`src/rtl/llpm_pipeline_pkg.sv`:
```
// Shared sizing helpers for the llpm pipeline blocks.
// Pointer and occupancy-counter widths derive from the slot count.
package llpm_pipeline_pkg;

   function automatic int unsigned clog2(input int unsigned value);
      int unsigned r;
      r = 0;
      for (int unsigned v = value - 1; v > 0; v = v >> 1) r++;
      return r;
   endfunction

   // Pointer width; never below 1 so a 1-bit address is still legal.
   function automatic int unsigned ptr_w(input int unsigned depth);
      return (clog2(depth) < 1) ? 1 : clog2(depth);
   endfunction

   // Counter must represent 0..depth inclusive.
   function automatic int unsigned cnt_w(input int unsigned depth);
      return clog2(depth) + 1;
   endfunction

endpackage

```
`src/rtl/pipeline_fifo_mem.sv`:
```
// Token storage for pipeline_fifo: one synchronous write port and one
// asynchronous read port, contents deliberately not reset.
module pipeline_fifo_mem
   import llpm_pipeline_pkg::*;
#(
   parameter int unsigned Width = 8,
   parameter int unsigned Depth = 4,
   parameter int unsigned AddrW = ptr_w(Depth)
) (
   input  logic             clk,
   input  logic             we,
   input  logic [AddrW-1:0] waddr,
   input  logic [Width-1:0] wdata,
   input  logic [AddrW-1:0] raddr,
   output logic [Width-1:0] rdata
);

   logic [Width-1:0] mem_q [Depth];

   always_ff @(posedge clk) begin
      if (we) mem_q[waddr] <= wdata;
   end

   assign rdata = mem_q[raddr];

endmodule

```
`src/rtl/pipeline_fifo.sv`:
```
// Valid/backpressure FIFO with registered-only handshake outputs.
// Pointers wrap naturally because Depth is a power of two.
module pipeline_fifo
   import llpm_pipeline_pkg::*;
#(
   parameter int unsigned Width = 8,
   parameter int unsigned Depth = 4
) (
   input  logic                      clk,
   input  logic                      resetn,
   input  logic [Width-1:0]          d,
   input  logic                      d_valid,
   output logic                      d_bp,
   output logic [Width-1:0]          q,
   output logic                      q_valid,
   input  logic                      q_bp,
   output logic [cnt_w(Depth)-1:0]   count
);

   localparam int unsigned PtrW = ptr_w(Depth);
   localparam int unsigned CntW = cnt_w(Depth);
   localparam logic [CntW-1:0] Full = CntW'(Depth);

   logic [PtrW-1:0] wr_ptr_q, wr_ptr_d;
   logic [PtrW-1:0] rd_ptr_q, rd_ptr_d;
   logic [CntW-1:0] count_q, count_d;
   logic            accept;
   logic            consume;

   assign d_bp    = (count_q == Full);
   assign q_valid = (count_q != '0);
   assign count   = count_q;

   // Reset masks both handshakes so nothing is written or advanced that cycle.
   always_comb begin
      accept   = resetn && d_valid && !d_bp;
      consume  = resetn && q_valid && !q_bp;
      wr_ptr_d = wr_ptr_q;
      rd_ptr_d = rd_ptr_q;
      count_d  = count_q;
      if (accept)  wr_ptr_d = wr_ptr_q + PtrW'(1);
      if (consume) rd_ptr_d = rd_ptr_q + PtrW'(1);
      case ({accept, consume})
         2'b10:   count_d = count_q + CntW'(1);
         2'b01:   count_d = count_q - CntW'(1);
         default: count_d = count_q;
      endcase
      if (!resetn) begin
         wr_ptr_d = '0;
         rd_ptr_d = '0;
         count_d  = '0;
      end
   end

   always_ff @(posedge clk) begin
      wr_ptr_q <= wr_ptr_d;
      rd_ptr_q <= rd_ptr_d;
      count_q  <= count_d;
   end

   pipeline_fifo_mem #(
      .Width (Width),
      .Depth (Depth),
      .AddrW (PtrW)
   ) u_mem (
      .clk   (clk),
      .we    (accept),
      .waddr (wr_ptr_q),
      .wdata (d),
      .raddr (rd_ptr_q),
      .rdata (q)
   );

endmodule

```
`config.mk`:
```
export PLATFORM = sky130hd
export DESIGN_NAME = pipeline_fifo
export DESIGN_NICKNAME = d
export VERILOG_FILES = /design/src/rtl/llpm_pipeline_pkg.sv /design/src/rtl/pipeline_fifo_mem.sv /design/src/rtl/pipeline_fifo.sv
export SDC_FILE = /design/constraint.sdc
export NUM_CORES = 1
export LEC_CHECK = 0
export ABC_AREA = 1
export BUFFER_PORTS_ARGS = -buffer_cell sky130_fd_sc_hd__buf_2
export CORE_MARGIN = 8
export CORE_UTILIZATION = 40
export CTS_CLUSTER_DIAMETER = 40
export DETAILED_ROUTE_END_ITERATION = 16
export PLACE_DENSITY = 0.63
export SLEW_MARGIN = 20
export SYNTH_ARGS = -nofsm -noshare
export SYNTH_HDL_FRONTEND = slang
export SYNTH_SLANG_ARGS = --single-unit
```
`constraint.sdc`:
```
create_clock -name clk -period 2.6 [get_ports clk]
set_input_delay 0.78 -clock clk [delete_from_list [all_inputs] [get_ports clk]]
set_output_delay 0.78 -clock clk [all_outputs]
set_load 0.01 [all_outputs]
```
==> summary.txt <==
Status
  – Status: completed

Setup path
  – Worst-path cell chain: inv_2 > o21ai_0 > o22ai_1 > buf_2
  – Reg-to-Reg Start: count[1]$_SDFFE_PN0P_
  – Max FO, Critical Path: 16
  – CP peak stage delay: 510 ps
  – Worst Setup End Kind: output pin
  – R2R depth: 12
  – Buf/Inv on CP: 2
  – Worst reg-to-reg setup slack: 750 ps
  – Cell family with most CP delay: flip-flops
  – Arrival @ worst endpoint: 1480 ps
  – Setup CP Type: flip-flop to output pin
  – Reg2Reg Capture Point: count[2]$_SDFFE_PN0P_
  – Crit path required time: 1820 ps
  – Slowest CP cell: dfxtp_1
  – CP startpoint kind: flip-flop

STA
  – Highest Clock Rate: 0.443 GHz
  – Worst-margin pin slew: 333 ps
  – RSZ-0062 raised after global routing: false
  – Fin. Hold Viols: 0
  – Final setup TNS: 0 ps
  – Fin worst setup slack: 343 ps
  – Hold_ws: 511 ps
  – Setup-failing EPs final: 0
  – Max-slew violation count: 0
  – Slew HR: 77.8%
  – Minimum clock period: 2260 ps
  – Crit share post-route: 86.8%
  – Clock Skew: 2.20 ps

Place
  – GPL Wtd Cong: 0.709
  – Placed cell count: 224
  – # port buffers: 24
  – Placed inst area: 0.00189 sq mm
  – Pre-CTS setup slack: 266 ps
  – DP Wirelength: 2350 microns

Floorplan
  – Starting Density: 41.9%
  – Die height: 81.2 microns
  – Std-Cell Rows: 23
  – I/O Pins: 25
  – Die width: 81.2 microns
  – Core ar.: 0.00406 sq mm
  – Die area: 0.00659 sq mm

Yosys
  – Synth unique cells: 19
  – Asr flop ratio synth: 0%
  – Mean post-synth cell area: 11.5 sq um
  – Post-Synthesis Cells: 148
  – Top_reg_cell synth: edfxtp_1
  – Sequential area share after synthesis: 67.1%
  – Top cell type's share of synthesized area: 56.5%
  – Synth area leaders: edfxtp_1 (57%), dfxtp_1 (11%), nor2_1 (5.7%)
  – Mapped cell area: 0.00170 sq mm
  – Post-synth top cells: edfxtp_1 (32), nor2_1 (26), inv_1 (18)
  – Synthesized flop and latch total: 41
  – Dominant cell type by area after synthesis: edfxtp_1
  – Syn nets: 166
  – Post-synth EDFFs: 32
  – Most frequent cell after synthesis: edfxtp_1
  – YS warnings: 0

Clock tree
  – CTS buffer count: 5
  – Root Buffer: clkbuf_8
  – H-tree Lvls: 2
  – Post-CTS sizing: 0
  – CTS tree: done
  – Max clock buf depth: 2
  – Clock transition at the registers of the reported paths: 70 ps
  – Post-CTS Setup Bufs: 0
  – Clk sinks: 41
  – Worst-Skew Late Latency: 280 ps
  – Cts hold-fix bufs: 0

Global route
  – Global-route wire length before repair: 5160 microns
  – GRT overflow: 0
  – Largest net degree at the start of global routing: 17
  – Initial antenna violation count: 0
  – Vias in the first global route: 1120
  – GR Util All Layers: 10.3%

Final layout
  – Diodes inserted: 0
  – Finished Core Util: 48.6%
  – Synthesis-to-finish area growth: 16.0%
  – Non-filler cells, final: 232
  – Fin nets: 199
  – Fraction of layout cells with a size suffix above 1: 23.6%
  – Final design instance area without fill: 0.00197 sq mm

Min path
  – Hold Path Class: flip-flop to flip-flop
  – Hold Path Sink: rd_ptr_q[1]$_SDFFE_PN0P_
  – Worst Min Path Start: rd_ptr_q[1]$_SDFFE_PN0P_
  – Cells on Worst Hold Path: 2

Power and ir drop
  – Leak pwr: 0.809 nW
  – Total power draw: 1.29 mW
  – VDD IR max: 0.324 mV
  – Pwr Density: 656 mW/mm^2

Route
  – Routed Antenna Nets: 0
  – Residual DRC: 0
  – 1st-iter DRT viols: 63
  – Vias: 1128
  – Wire length per cell: 14.0 microns
  – Avg Vias per Cell: 4.86
  – DRT Pass-1 Iters: 4
  – Drt total wl: 3240 microns

Job
  – Number of max-cap violations: 0
-- registers in the layout (all words and copies together), names as in the netlist, named ones only --
register / count
u_mem.mem_q: 32
rd_ptr_q: 2
wr_ptr_q: 2
count: 3
-- per-layer routing --
metal  global-route usage, %  vias up  share of wire, %
met5                       0        -                 0
li1                        -      569                 -
met3                    3.86        5               6.0
met2                    17.6       24                48
met4                    3.21        0               1.1
met1                    11.7      530                45
-- cell usage in the layout, fill, tap and decap left out, drive strengths merged, types with 5 or more instances in the layout --
cell    Yosys  layout
nand3       5       5
clkbuf      0       5
o22ai       8       8
edfxtp     32      32
nor2       27      27
ha          5       5
o21ai      18      18
nand2      17      17
dfxtp       9       9
buf         3      29
inv        20      20
-- worst max-delay path by stage --
stage | startpoint | to | slack, ps | cells after the start
floorplan | resetn | count[2]$_SDFFE_PN0P_ | 480 | 14
global placement | resetn | count[2]$_SDFFE_PN0P_ | 380 | 14
detailed placement | resetn | count[2]$_SDFFE_PN0P_ | 270 | 14
CTS | flip-flop | q[7] | 300 | 4
global route | flip-flop | q[7] | 180 | 4
finish | flip-flop | q[2] | 340 | 4
-- cell families after synthesis --
logic type	synth area share [%]
simple gates	12.1
flops	67.1
compound gates	9.79
buf+inv	6.18
fa+ha+maj	4.86
-- where the power goes --
part / switching [mW] / total [mW] / internal (mW)
clock network: 0.194 / 0.375 / 0.180
logic: 0.104 / 0.166 / 0.0620
registers: 0.0174 / 0.753 / 0.736
total: 0.316 / 1.29 / 0.978
-- cell type report --
class / instances / area, sq um
repair buffers: 29 / 158
clock inverters: 3 / 12.5
multi-input cells: 84 / 454
flip-flops and latches: 41 / 1140
well taps: 50 / 62.6
clock buffers: 5 / 68.8
fillers: 378 / 2090
inverters: 20 / 75.1
-- worst reg2reg max path, stage by stage, from the launching register on --
cell	delay [ps]
dfxtp_1	330
nor2_1	140
nand2_1	90
nand3_2	160
ha_1	210
inv_1	80
fa_1	380
inv_1	70
nand2_1	50
nand3_1	80
nand2_1	50
nand2_1	50
nor2_1	30
(Power assumes the default switching activity.)
